==> src/rtl/multdiv_ctrl_pkg.sv <==
// Shared definitions for the multiply/divide pipeline controller.
//   md_state_t   : controller FSM encoding (also exported on the debug port)
//   RSTATUS_REG  : register that receives the status code on an exception
//   STATUS_MULT / STATUS_DIV : status codes written for mult / div exceptions
package multdiv_ctrl_pkg;

    typedef enum logic [1:0] {
        ST_IDLE  = 2'd0,
        ST_START = 2'd1,
        ST_WAIT  = 2'd2,
        ST_DONE  = 2'd3
    } md_state_t;

    localparam logic [4:0]  RSTATUS_REG = 5'd30;
    localparam logic [31:0] STATUS_MULT = 32'd4;
    localparam logic [31:0] STATUS_DIV  = 32'd5;

    function automatic logic [31:0] status_code(input logic is_mult);
        return is_mult ? STATUS_MULT : STATUS_DIV;
    endfunction

endpackage

==> src/rtl/md_timeout_cnt.sv <==
// WAIT-cycle watchdog counter for multdiv_ctrl (only built when
// MULTDIV_CTRL_TIMEOUT_EN is defined).
// Ports:
//   clock, reset : rising-edge clock, asynchronous active-high reset
//   enable       : count one cycle (controller is in WAIT)
//   clear        : restart from zero (controller is about to enter WAIT)
//   limit_hit    : current cycle is the LIMIT-th WAIT cycle
module md_timeout_cnt #(
    parameter int LIMIT = 64
) (
    input  logic clock,
    input  logic reset,
    input  logic enable,
    input  logic clear,
    output logic limit_hit
);

    localparam int W = $clog2(LIMIT + 1);

    // cnt holds the number of WAIT cycles already completed, so the exit
    // edge taken while limit_hit is high ends exactly LIMIT WAIT cycles.
    logic [W-1:0] cnt;

    always_ff @(posedge clock or posedge reset) begin
        if (reset) begin
            cnt <= '0;
        end else if (clear) begin
            cnt <= '0;
        end else if (enable && !limit_hit) begin
            cnt <= cnt + 1'b1;
        end
    end

    assign limit_hit = (cnt == W'(LIMIT - 1));

endmodule

==> src/rtl/multdiv_ctrl.sv <==
// Pipeline controller for a multi-cycle multiply/divide unit.
// Stalls the front of the pipeline while a mul/div in DX runs, launches the
// unit with a one-cycle start pulse and held operands, and issues a single
// writeback request when the unit reports completion.
// Optional feature: define MULTDIV_CTRL_TIMEOUT_EN to abort WAIT after
// TIMEOUT_CYCLES cycles with an exception completion and a sticky timeout_err.
// Ports:
//   clock, reset                    : rising-edge clock, async active-high reset
//   dx_is_mult, dx_is_div, dx_rd    : decoded instruction in DX
//   dx_opA, dx_opB                  : bypassed operands of that instruction
//   md_ctrl_mult, md_ctrl_div       : start pulses to the multdiv unit
//   md_opA, md_opB                  : operands held for the whole operation
//   md_result, md_exception, md_ready : completion from the multdiv unit
//   stall, busy                     : pipeline freeze / controller active
//   wb_valid, wb_rd, wb_data, wb_exception : writeback request
//   timeout_err                     : sticky watchdog flag
//   dbg_state                       : current FSM state
// Handshake: md_ready is a single-cycle completion strobe, only honoured in
// WAIT; md_exception/md_result are qualified by md_ready. wb_valid is a
// one-cycle request with no back-pressure.
module multdiv_ctrl
    import multdiv_ctrl_pkg::*;
#(
    parameter int TIMEOUT_CYCLES = 64
) (
    input  logic        clock,
    input  logic        reset,
    input  logic        dx_is_mult,
    input  logic        dx_is_div,
    input  logic [4:0]  dx_rd,
    input  logic [31:0] dx_opA,
    input  logic [31:0] dx_opB,
    output logic        md_ctrl_mult,
    output logic        md_ctrl_div,
    output logic [31:0] md_opA,
    output logic [31:0] md_opB,
    input  logic [31:0] md_result,
    input  logic        md_exception,
    input  logic        md_ready,
    output logic        stall,
    output logic        busy,
    output logic        wb_valid,
    output logic [4:0]  wb_rd,
    output logic [31:0] wb_data,
    output logic        wb_exception,
    output logic        timeout_err,
    output md_state_t   dbg_state
);

    md_state_t  state;
    logic       op_mult;
    logic [4:0] op_rd;
    logic       timeout_hit;
    logic       start_req;
    logic       exc_path;

    assign start_req = dx_is_mult | dx_is_div;
    // A real completion wins over a coincident watchdog expiry.
    assign exc_path  = md_ready ? md_exception : 1'b1;

`ifdef MULTDIV_CTRL_TIMEOUT_EN
    logic cnt_en;
    logic cnt_clr;

    assign cnt_en  = (state == ST_WAIT);
    assign cnt_clr = (state == ST_START);

    md_timeout_cnt #(
        .LIMIT(TIMEOUT_CYCLES)
    ) u_timeout_cnt (
        .clock    (clock),
        .reset    (reset),
        .enable   (cnt_en),
        .clear    (cnt_clr),
        .limit_hit(timeout_hit)
    );

    always_ff @(posedge clock or posedge reset) begin
        if (reset) begin
            timeout_err <= 1'b0;
        end else if (state == ST_WAIT && timeout_hit && !md_ready) begin
            timeout_err <= 1'b1;
        end
    end
`else
    assign timeout_hit = 1'b0;
    assign timeout_err = 1'b0;
`endif

    always_ff @(posedge clock or posedge reset) begin
        if (reset) begin
            state        <= ST_IDLE;
            op_mult      <= 1'b0;
            op_rd        <= '0;
            md_ctrl_mult <= 1'b0;
            md_ctrl_div  <= 1'b0;
            md_opA       <= '0;
            md_opB       <= '0;
            wb_valid     <= 1'b0;
            wb_rd        <= '0;
            wb_data      <= '0;
            wb_exception <= 1'b0;
        end else begin
            // Pulses and the writeback qualifiers default low each cycle;
            // wb_rd/wb_data keep their last values.
            md_ctrl_mult <= 1'b0;
            md_ctrl_div  <= 1'b0;
            wb_valid     <= 1'b0;
            wb_exception <= 1'b0;
            case (state)
                ST_IDLE: begin
                    if (start_req) begin
                        state        <= ST_START;
                        md_opA       <= dx_opA;
                        md_opB       <= dx_opB;
                        op_rd        <= dx_rd;
                        // mult has priority when both decodes are set
                        op_mult      <= dx_is_mult;
                        md_ctrl_mult <= dx_is_mult;
                        md_ctrl_div  <= ~dx_is_mult;
                    end
                end
                ST_START: begin
                    state <= ST_WAIT;
                end
                ST_WAIT: begin
                    if (md_ready || timeout_hit) begin
                        state <= ST_DONE;
                        if (exc_path) begin
                            wb_valid     <= 1'b1;
                            wb_rd        <= RSTATUS_REG;
                            wb_data      <= status_code(op_mult);
                            wb_exception <= 1'b1;
                        end else begin
                            // writes to r0 are dropped but DONE still happens
                            wb_valid <= (op_rd != 5'd0);
                            wb_rd    <= op_rd;
                            wb_data  <= md_result;
                        end
                    end
                end
                ST_DONE: begin
                    state <= ST_IDLE;
                end
                default: begin
                    state <= ST_IDLE;
                end
            endcase
        end
    end

    assign busy      = (state != ST_IDLE);
    assign stall     = ((state == ST_IDLE) && start_req) ||
                       (state == ST_START) || (state == ST_WAIT);
    assign dbg_state = state;

endmodule
==> config.mk <==
export PLATFORM = sky130hd
export DESIGN_NAME = multdiv_ctrl
export DESIGN_NICKNAME = d
export VERILOG_FILES = /design/src/rtl/multdiv_ctrl_pkg.sv /design/src/rtl/md_timeout_cnt.sv /design/src/rtl/multdiv_ctrl.sv
export SDC_FILE = /design/constraint.sdc
export NUM_CORES = 1
export LEC_CHECK = 0
export CAP_MARGIN = 20
export CORE_MARGIN = 4
export CORE_UTILIZATION = 30
export DETAILED_ROUTE_END_ITERATION = 8
export SETUP_SLACK_MARGIN = 0.05
export SLEW_MARGIN = 25
export SYNTH_ARGS = -nofsm -noshare
export SYNTH_HDL_FRONTEND = slang
export SYNTH_SLANG_ARGS = --single-unit
==> constraint.sdc <==
create_clock -name clock -period 4.5 [get_ports clock]
set_input_delay 0.45 -clock clock [delete_from_list [all_inputs] [get_ports clock]]
set_output_delay 0.45 -clock clock [all_outputs]
set_load 0.05 [all_outputs]
Word level (Yosys, flattened, before mapping)
Index checks and enable logic that the tools add are counted.
{ "totals": {"word_cells": 44, "regBits": 113, "inputBits": 107} }
{ "classes": {"n_bitwise": 2, "muxes": 17, "n_eq_ne": 5, "reduce_logical": 9} }
{ "ops": {"columns": ["cell", "n"], "rows": [
  ["$mux W32", 1],
  ["$mux W1", 12],
  ["$pmux W2 S4", 1],
  ["$reduce_and A2 Y1", 3],
  ["$mux W5", 1],
  ["$reduce_bool A5 Y1", 1],
  ["$eq A2 B2 Y1 const B", 2],
  ["$mux W2", 2],
  ["$ne A2 B2 Y1 const B", 2],
  ["$eq A2 B1 Y1 const B", 1],
  ["$logic_not A2 Y1", 1],
  ["$logic_or A1 B1 Y1", 2],
  ["$reduce_bool A2 Y1", 1],
  ["$logic_and A1 B1 Y1", 1],
  ["$not A1 Y1", 1],
  ["$or A1 B1 Y1", 1]
]} }

Longest topological paths before layout
Gate-level depths: netlist of run 1.
{ "logic_depth": {"depth_word": 4, "ltp_mapped": 7, "mapped_depth_nobuf": 5} }

Worst setup path before layout of run 1
OpenSTA, ideal clock, no wires.
{ "synth_timing": {"path_type": "reg2out", "start": "register state[0], in the netlist dbg_state[0]", "end": "output stall", "n_path_buf": 1, "path_stages_with_launch": 6, "t_required_ps": 4050, "setup_slack_ps": 2368, "t_arrival_ps": 1682, "path_cell_list": "dfrtp_1 -> inv_1 -> ha_1 -> o21ai_2 -> buf_6 -> nand2_1"} }
{ "synth_between": {"elab_chain_len": 4, "elab_cells_between_ends": 6, "classes_between": "2 x eq/ne; 4 x reduce/logical"} }
{ "synth_rtl": {"columns": ["item", "line", "source"], "rows": [
  ["start: declaration", "multdiv_ctrl.sv:50", "md_state_t state;"],
  ["start signal: assignment", "multdiv_ctrl.sv:92", "state <= ST_IDLE;"],
  ["start signal: assignment", "multdiv_ctrl.sv:113", "state <= ST_START;"],
  ["start signal: assignment", "multdiv_ctrl.sv:124", "state <= ST_WAIT;"],
  ["$logic_not A2 Y1", "multdiv_ctrl.sv:153", "assign stall = ((state == ST_IDLE) && start_req) ||"],
  ["$logic_and A1 B1 Y1", "multdiv_ctrl.sv:153", null],
  ["$logic_or A1 B1 Y1", "multdiv_ctrl.sv:153", null],
  ["$logic_or A1 B1 Y1 (*)", "multdiv_ctrl.sv:154", "(state == ST_START) || (state == ST_WAIT);"],
  ["end: declaration", "multdiv_ctrl.sv:40", "output logic stall,"]
]} }
Mark *: on every way between the ends. The rest lies on a longest branch, timed or not.

Worst setup path in the final report of run 1
Ends and elaborated chain as after synthesis.

==> out/qor.yml, run 1 <==
outcome:
  outcome: "finished, final reports clean"
critical_path:
  crit_path_max_incr_delay_ns: 0.79
  cp.required_ns: 4.05
  path_class: "register to output port"
  worstPathArrival_ns: 2.16
  slowest_stage: "clkdlybuf4s50_1"
  cp-start-kind: "register"
  cp-end-kind: "output port"
  path_max_fanout: 5
  worstReg2RegStart: "dbg_state[0]$_DFFE_PP0P_"
  cp_top_family: "buffers and inverters"
  crit_chain: "inv_1 -> ha_1 -> o21ai_4 -> nand2_1 -> clkdlybuf4s50_1"
  crit_start: "dbg_state[0]$_DFFE_PP0P_"
  critPathBufInv: 2
clock_network:
  cts_resized: 0
  cts_hold_buf: 0
  htreeDepth: 4
  clk_latency_ns: 0.40
  clockBufferDepth: 2
  clk_pin_slew_ns: 0.05
  root_buffer: "clkbuf_16"
  cts_tree: "yes"
  cts_num_sinks: 113
  cts_buffers: 17
  cts_setup_buffers: 0
yosys:
  synth-seq-cells: 113
  synth.avg_cell_area_um2: 13.2
  synth_most_common_cell: "dfrtp_1"
  synth_edf_count: 0
  ys.flop_type: "dfrtp_1"
  synth.net_count: 447
  synth.largest_area_cell: "dfrtp_1"
  netlist_instances: 337
  synth_top_cell_area_share_pct: 63.7
  ys_seq_area_share_pct: 63.7
  synth_warnings: 0
  synthDistinctLibCells: 24
  async_reset_ff_share_pct: 100
  synthTopCellsByCount: "dfrtp_1, mux2_2, nand2_1"
  synth_area_mm2: 0.00444
  synth_area_leaders: "dfrtp_1, mux2_2, nand2b_1"
timing:
  period_needed_ns: 2.61
  relSlewSlack_pct: 40.7
  timing.final.ws_setup_ns: 1.89
  max_freq_mhz: 383
  setup_tns_ns: 0
  finalSetupViolCount: 0
  rsz0062_at_grt: "no"
  slew_viol_final: 0
  timing.final.crit_share_pct: 58.1
  worstMarginPinSlew_ns: 0.890
  clock_skew_ns: 0.00456
  hold_viol_final: 0
  hold_ws_ns: 0.476
power_and_ir_drop:
  pwr-share-seq_pct: 26.0
  powerDensity_mw_per_mm2: 938
  clkPwrFrac_pct: 19.1
  p_int_mw: 3.76
  ir_drop_v: 0.000605
  combinationalPowerShare_pct: 54.9
  leakage_nw: 3.11
  p_switching_mw: 3.10
  power_switching_share_pct: 45.2
final_layout:
  final_cell_area_mm2: 0.00730
  syn_to_final_growth_pct: 64.6
  drive_gt1_share_pct: 18.3
  layout.nets: 664
  fillers: 1316
  final_util_pct: 50.2
  diodes: 0
global_route:
  grt_usage_pct: 14.1
  grt_pass1_wl_um: 18000
  grt_max_degree: 76
  antenna_found_initial: 0
  grt_pass1_vias: 3421
  overflow: 0
route:
  wire_per_inst_um: 15.6
  num_vias: 3251
  drt_iter0_markers: 110
  antenna_left: 0
  totalWireLength_um: 11700
  vias_per_cell: 4.33
  firstDrtPassIters: 4
  drcViolationCount: 0
floorplanning:
  core_area_mm2: 0.0145
  dieArea_mm2: 0.0168
  start_util_pct: 30.5
  die_x_um: 130
  ios: 217
  die_y_um: 130
  num_rows: 44
worst_hold_path:
  hp-class: "register to register"
  hp-start: "wb_data[29]$_DFFE_PP0P_"
placement:
  gp_congestion: 0.699
  pre_cts_ws_ns: 2.06
  place_area_mm2: 0.00673
  post-dp-hpwl_um: 8400
  io_buffer_count: 215
flow_run:
  maxCapViolCount: 0
sequential cells by signal, summed over array words and instances (netlist names), 2 cells and up:
name / count
md_opA: 32
wb_data: 32
wb_rd: 5
md_opB: 32
op_rd: 5
dbg_state: 2
power groups by stage:
stage                     clock network, mW  logic, mW  registers [mW]
after floorplan                           0      0.848            3.47
after global placement                    0       3.77            1.78
after detailed placement                  0       3.80            1.81
after CTS                              1.35       3.81            1.79
after global routing                   1.39       3.94            1.86
final                                  1.31       3.76            1.78
metrics by stage:
stage,std cells,total power [mW]
floorplan,337,4.32
global placement,719,5.55
detailed placement,719,5.61
CTS,751,6.95
global route,751,7.19
finish,751,6.85
metal layers:
layer	part of all wire, %	global-route usage (%)	wire length, um	up-vias
met5	0	0	0	-
met4	1.9	6.23	221	0
met3	7.7	5.32	904	16
met2	50	22.4	5860	118
met1	40	17.0	4730	1551
li1	-	-	-	1566
kinds of logic after synthesis:
group	count (synthesis)	share of synthesized area (%)
other	1	0.0845
muxes	71	18.1
AOI/OAI and AO/OA	42	5.08
buffers and inverters	26	3.41
and+or+nand+nor	81	8.77
adders and majority gates	3	0.846
DFF	113	63.7
area by class of cell:
| class | count | area (um2) | area share [%] |
|---|---|---|---|
| Sequential cell | 113 | 2830 | 38.7 |
| Multi-Input combinational cell | 198 | 1470 | 20.2 |
| Clock buffer | 27 | 503 | 6.89 |
| Clock inverter | 5 | 75.1 | 1.03 |
| Tap cell | 184 | 230 | 3.15 |
| Timing Repair Buffer | 218 | 2170 | 29.7 |
| Inverter | 6 | 25.0 | 0.343 |
worst paths after layout:
path	to	cells past startpoint	slack (ns)
worst max-delay path	stall	5	1.89
worst min-delay path	wb_data[29]$_DFFE_PP0P_	2	0.48
worst max register to register	md_opA[21]$_DFFE_PP0P_	5	2.35
worst min register to register	wb_data[29]$_DFFE_PP0P_	2	0.48
max in group asynchronous	md_opB[30]$_DFFE_PP0P_	3	3.06
min in group asynchronous	md_opB[28]$_DFFE_PP0P_	2	0.57
worst min-delay path, delay by kind of cell, from the launching register on:
kind            cells  cell delay (ns)
simple gates        1             0.04
flops               1             0.33
compound gates      1             0.06
placed cells by master (no fill, tap or decap), drive strengths merged:
| master | instances |
|---|---|
| clkdlybuf4s50 | 214 |
| dfrtp | 113 |
| mux2 | 70 |
| nand2 | 40 |
| o21ai | 38 |
| nand2b | 31 |
| clkbuf | 27 |
| nor2 | 7 |
| inv | 6 |
| buf | 4 |
| ha | 3 |
| clkinv | 3 |
| bufinv | 2 |
| and3 | 1 |
| nor4 | 1 |
| a21oi | 1 |
| and2 | 1 |
| a21o | 1 |
| o32a | 1 |
| o22a | 1 |
| mux2i | 1 |
| conb | 1 |
No activity file was read; power rests on OpenSTA's default activity.
==> inputs of run 2 (changes only) <==
clock period = 2.14 ns   (was 4.5 ns; I/O delays follow)
==> run 2 against run 1 <==
- via count hardly changed
- hold slack worse by 0.20 ns
- largest power group unchanged
- final area hardly changed
- core utilization hardly changed
- wire length is 1.9% lower
- critical path type unchanged
==> out/qor.yml, run 2 (synthesis gave the netlist of run 1 again) <==
clock_network:
  cts_setup_buffers: 0
  cts_resized: 0
  cts_num_sinks: 113
  clockBufferDepth: 2
  cts_buffers: 17
  clk_latency_ns: 0.40
  cts_tree: "yes"
  root_buffer: "clkbuf_16"
  htreeDepth: 4
  clk_pin_slew_ns: 0.05
  cts_hold_buf: 0
timing:
  rsz0062_at_grt: "no"
  finalSetupViolCount: 0
  hold_viol_final: 0
  timing.final.crit_share_pct: 93.1
  max_freq_mhz: 502
  period_needed_ns: 1.99
  clock_skew_ns: 0.00713
  worstMarginPinSlew_ns: 0.595
  slew_viol_final: 0
  relSlewSlack_pct: 60.2
  setup_tns_ns: 0
route:
  num_vias: 3249
  drcViolationCount: 0
  drt_iter0_markers: 111
  wire_per_inst_um: 15.3
  totalWireLength_um: 11500
  firstDrtPassIters: 4
  antenna_left: 0
  vias_per_cell: 4.31
floorplanning:
  start_util_pct: 30.5
  dieArea_mm2: 0.0168
  ios: 217
  core_area_mm2: 0.0145
  die_y_um: 130
  die_x_um: 130
  num_rows: 44
global_route:
  grt_pass1_wl_um: 18000
  overflow: 0
  grt_usage_pct: 14.0
  grt_max_degree: 90
  grt_pass1_vias: 3513
  antenna_found_initial: 0
final_layout:
  layout.nets: 667
  diodes: 0
  reg.largest.list: "md_opA (32), md_opB (32), wb_data (32)"
  final_cell_area_mm2: 0.00730
  drive_gt1_share_pct: 19.2
  syn_to_final_growth_pct: 64.5
  final_cell_mix: "clkdlybuf4s50_1, dfrtp_1, mux2_2"
  layout_commonest_cell: "clkdlybuf4s50_1"
critical_path:
  cp-end-kind: "output port"
  slowest_stage: "dfrtp_1"
  path_class: "register to output port"
  worstPathArrival_ns: 1.78
  crit_path_max_incr_delay_ns: 0.41
  crit_chain: "inv_1 -> ha_1 -> o21ai_4 -> buf_4 -> nand2_1 -> buf_4"
  cp.required_ns: 1.93
  path_max_fanout: 12
  cp-start-kind: "register"
  crit_path_frequent_cell: "buf_4"
  ff2ff_setup_slack_ns: 0.41
power_and_ir_drop:
  ir_drop_v: 0.00142
  powerDensity_mw_per_mm2: 1940
  p_total_mw: 14.2
  leakage_nw: 3.11
placement:
  post-dp-hpwl_um: 8400
  place_area_mm2: 0.00678
  gp_congestion: 0.737
  io_buffer_count: 215
worst_hold_path:
  hp-class: "input port to async pin"
outcome:
  outcome: "finished, final reports clean"
flow_run:
  maxCapViolCount: 0
-- run 2: cell count changes in the layout (fill, tap and decap cells not counted), moves of 2 or more --
cell       delta
clkinv_2      +4
clkbuf_1      -2
buf_12        +3
buf_4         +2
bufinv_16     -2
-- run 2: worst paths after layout --
path / start / endpoint / depth (start not counted)
setup / recovery: dbg_state[0]$_DFFE_PP0P_ / stall / 6
hold reg to reg: op_mult$_DFFE_PP0P_ / op_mult$_DFFE_PP0P_ / 1
setup reg to reg: dbg_state[0]$_DFFE_PP0P_ / md_opA[9]$_DFFE_PP0P_ / 5
max in group asynchronous: reset / wb_data[21]$_DFFE_PP0P_ / 3
min in group clock: md_result[3] / wb_data[3]$_DFFE_PP0P_ / 3
hold / removal: reset / md_opA[22]$_DFFE_PP0P_ / 3
-- run 2: area by class of cell --
class	count	area, um2
Clock inverter	7	35.0
Multi-Input combinational cell	198	1470
Fill cell	1303	7240
Sequential cell	113	2830
Clock buffer	24	482
Inverter	6	26.3
Timing Repair Buffer	221	2230
Tap cell	184	230
-- run 2: stage by stage --
step	util, %	hold slack (ns)	std cells	worst slack (ns)
final	50.2	0.279	753	0.148
after global routing	50.2	0.310	753	0.0585
after CTS	50.2	0.264	753	0.118
after detailed placement	46.7	0.466	722	0.373
after global placement	46.7	0.464	722	0.420
after floorplan	-	0.280	337	0.228
-- run 2: routing by layer --
layer	global-route usage (%)	share of wire, %
met1	16.2	39
met4	5.62	2.0
met5	0	0
met2	22.4	49
met3	6.68	9.4
-- run 2: report_power, final --
| part | switching [mW] | internal, mW | total (mW) |
|---|---|---|---|
| Combinational | 5.08 | 2.89 | 7.97 |
| Clock | 0.881 | 1.54 | 2.42 |
| Sequential | 0.546 | 3.22 | 3.77 |
| Total | 6.51 | 7.65 | 14.2 |
-- run 2: critical path: cells and delay by family (launching register included) --
| kind | cells | cell delay (ns) |
|---|---|---|
| buf+inv | 3 | 0.49 |
| fa+ha+maj | 1 | 0.30 |
| compound gates | 1 | 0.11 |
| flops | 1 | 0.41 |
| simple gates | 1 | 0.07 |
==> inputs of run 3 (changes only) <==
SETUP_SLACK_MARGIN = 0.5   (was 0.05)
clock period = 1.9 ns   (was 2.14 ns; I/O delays follow)
==> run 3 against run 2 <==
- critical path depth did not move
- highest routed layer unchanged
- hold slack got worse by 0.12 ns
- via count rose by 4.6%
- clock skew barely moved
- clock power rose by 37%
- first-iteration DRC count fell by 23%
- global-route usage rose by 1.9 points
- wire length rose by 14%
- worst setup slack improved by 0.10 ns
- final area rose by 11%
==> out/qor.yml, run 3 (synthesis gave the netlist of run 1 again) <==
route:
  vias_per_cell: 4.45
  totalWireLength_um: 13100
  wire_per_inst_um: 17.2
  antenna_left: 0
  drcViolationCount: 0
  num_vias: 3397
  firstDrtPassIters: 6
  drt_iter0_markers: 86
clock_network:
  clk_pin_slew_ns: 0.05
  cts_num_sinks: 113
  clockBufferDepth: 2
  cts_tree: "yes"
  cts_buffers: 17
  htreeDepth: 4
  root_buffer: "clkbuf_16"
  clk_latency_ns: 0.41
worst_hold_path:
  hp-class: "input port to async pin"
power_and_ir_drop:
  p_switching_mw: 7.83
  combinationalPowerShare_pct: 56.6
  ir_drop_v: 0.00106
  p_total_mw: 17.6
  power_switching_share_pct: 44.4
  leakage_nw: 3.70
  clkPwrFrac_pct: 18.8
  pwr-share-seq_pct: 24.7
  powerDensity_mw_per_mm2: 2180
  p_int_mw: 9.81
final_layout:
  layout.nets: 677
  drive_gt1_share_pct: 41.0
  stdcell_count: 764
  final_cell_area_mm2: 0.00809
  layout_commonest_cell: "dfrtp_1"
  syn_to_final_growth_pct: 82.4
  diodes: 0
  final_cell_mix: "dfrtp_1, clkdlybuf4s50_1, clkdlybuf4s15_2"
  final_util_pct: 55.7
  reg.largest.list: "md_opA (32), md_opB (32), wb_data (32)"
floorplanning:
  die_y_um: 130
  die_x_um: 130
  start_util_pct: 30.5
  dieArea_mm2: 0.0168
  num_rows: 44
  ios: 217
  core_area_mm2: 0.0145
timing:
  hold_ws_ns: 0.158
  timing.final.crit_share_pct: 86.7
  slew_viol_final: 0
  finalSetupViolCount: 0
  hold_viol_final: 0
  max_freq_mhz: 607
  period_needed_ns: 1.65
  setup_tns_ns: 0
  rsz0062_at_grt: "yes"
  timing.final.ws_setup_ns: 0.253
  clock_skew_ns: 0.00724
global_route:
  grt_usage_pct: 15.9
  grt_max_degree: 54
  overflow: 0
  antenna_found_initial: 0
  grt_pass1_vias: 3637
  grt_pass1_wl_um: 20300
critical_path:
  path_class: "register to output port"
  worstPathArrival_ns: 1.46
  crit_path_frequent_cell: "buf_12"
  cp_top_family: "flip-flops"
  cp.required_ns: 1.71
  cp-end-kind: "output port"
  critPathBufInv: 3
  cp-start-kind: "register"
  crit_path_max_incr_delay_ns: 0.44
  path_max_fanout: 4
  slowest_stage: "dfrtp_2"
  crit_chain: "inv_4 -> ha_4 -> o21ai_4 -> buf_12 -> nand2_8 -> buf_12"
flow_run:
  maxCapViolCount: 0
placement:
  place_inst: 723
  place_area_mm2: 0.00715
  gp_congestion: 0.715
  post-dp-hpwl_um: 9140
  pre_cts_ws_ns: 0.179
  io_buffer_count: 215
outcome:
  outcome: "finished, final reports clean"
-- run 3: what timing repair did --
item / in CTS / in global routing
resized for setup: 331 / 25
setup endpoints to repair: 207 / 106
pin swaps: 1 / 0
buffers inserted: 6 / 0
hold buffers: 0 / 0
cloned: 3 / 0
-- run 3: layout make-up --
cell class | instances | area (um2)
fillers | 1226 | 6440
flip-flops and latches | 113 | 2830
repair buffers | 231 | 2590
multi-input cells | 198 | 1790
clock buffers | 20 | 457
well taps | 184 | 230
clock inverters | 12 | 163
inverters | 6 | 36.3
-- run 3: power groups by stage --
stage	logic [mW]	registers [mW]	clock network, mW
after global placement	9.79	4.35	0
after detailed placement	9.88	4.37	0
after CTS	10.0	4.36	3.40
final	9.98	4.35	3.31
after global routing	10.4	4.51	3.52
after floorplan	2.88	8.27	0
-- run 3: layer usage --
metal | wire, um | global-route usage (%)
met1 | 5140 | 18.4
met2 | 6850 | 26.7
met3 | 840 | 6.06
met4 | 316 | 6.42
met5 | 0 | 0
-- run 3: path summary, 6_finish.rpt --
| path | from | end | slack, ns | cells after the start |
|---|---|---|---|---|
| max in group asynchronous | reset | wb_data[24]$_DFFE_PP0P_ | 1.13 | 3 |
| worst min-delay path | reset | md_opA[9]$_DFFE_PP0P_ | 0.16 | 2 |
| worst max-delay path | dbg_state[0]$_DFFE_PP0P_ | stall | 0.25 | 6 |
| worst min register to register | wb_data[0]$_DFFE_PP0P_ | wb_data[0]$_DFFE_PP0P_ | 0.47 | 2 |
| worst max register to register | dbg_state[1]$_DFFE_PP0P_ | md_opB[27]$_DFFE_PP0P_ | 0.25 | 6 |
| min in group clock | md_result[23] | wb_data[23]$_DFFE_PP0P_ | 0.34 | 3 |
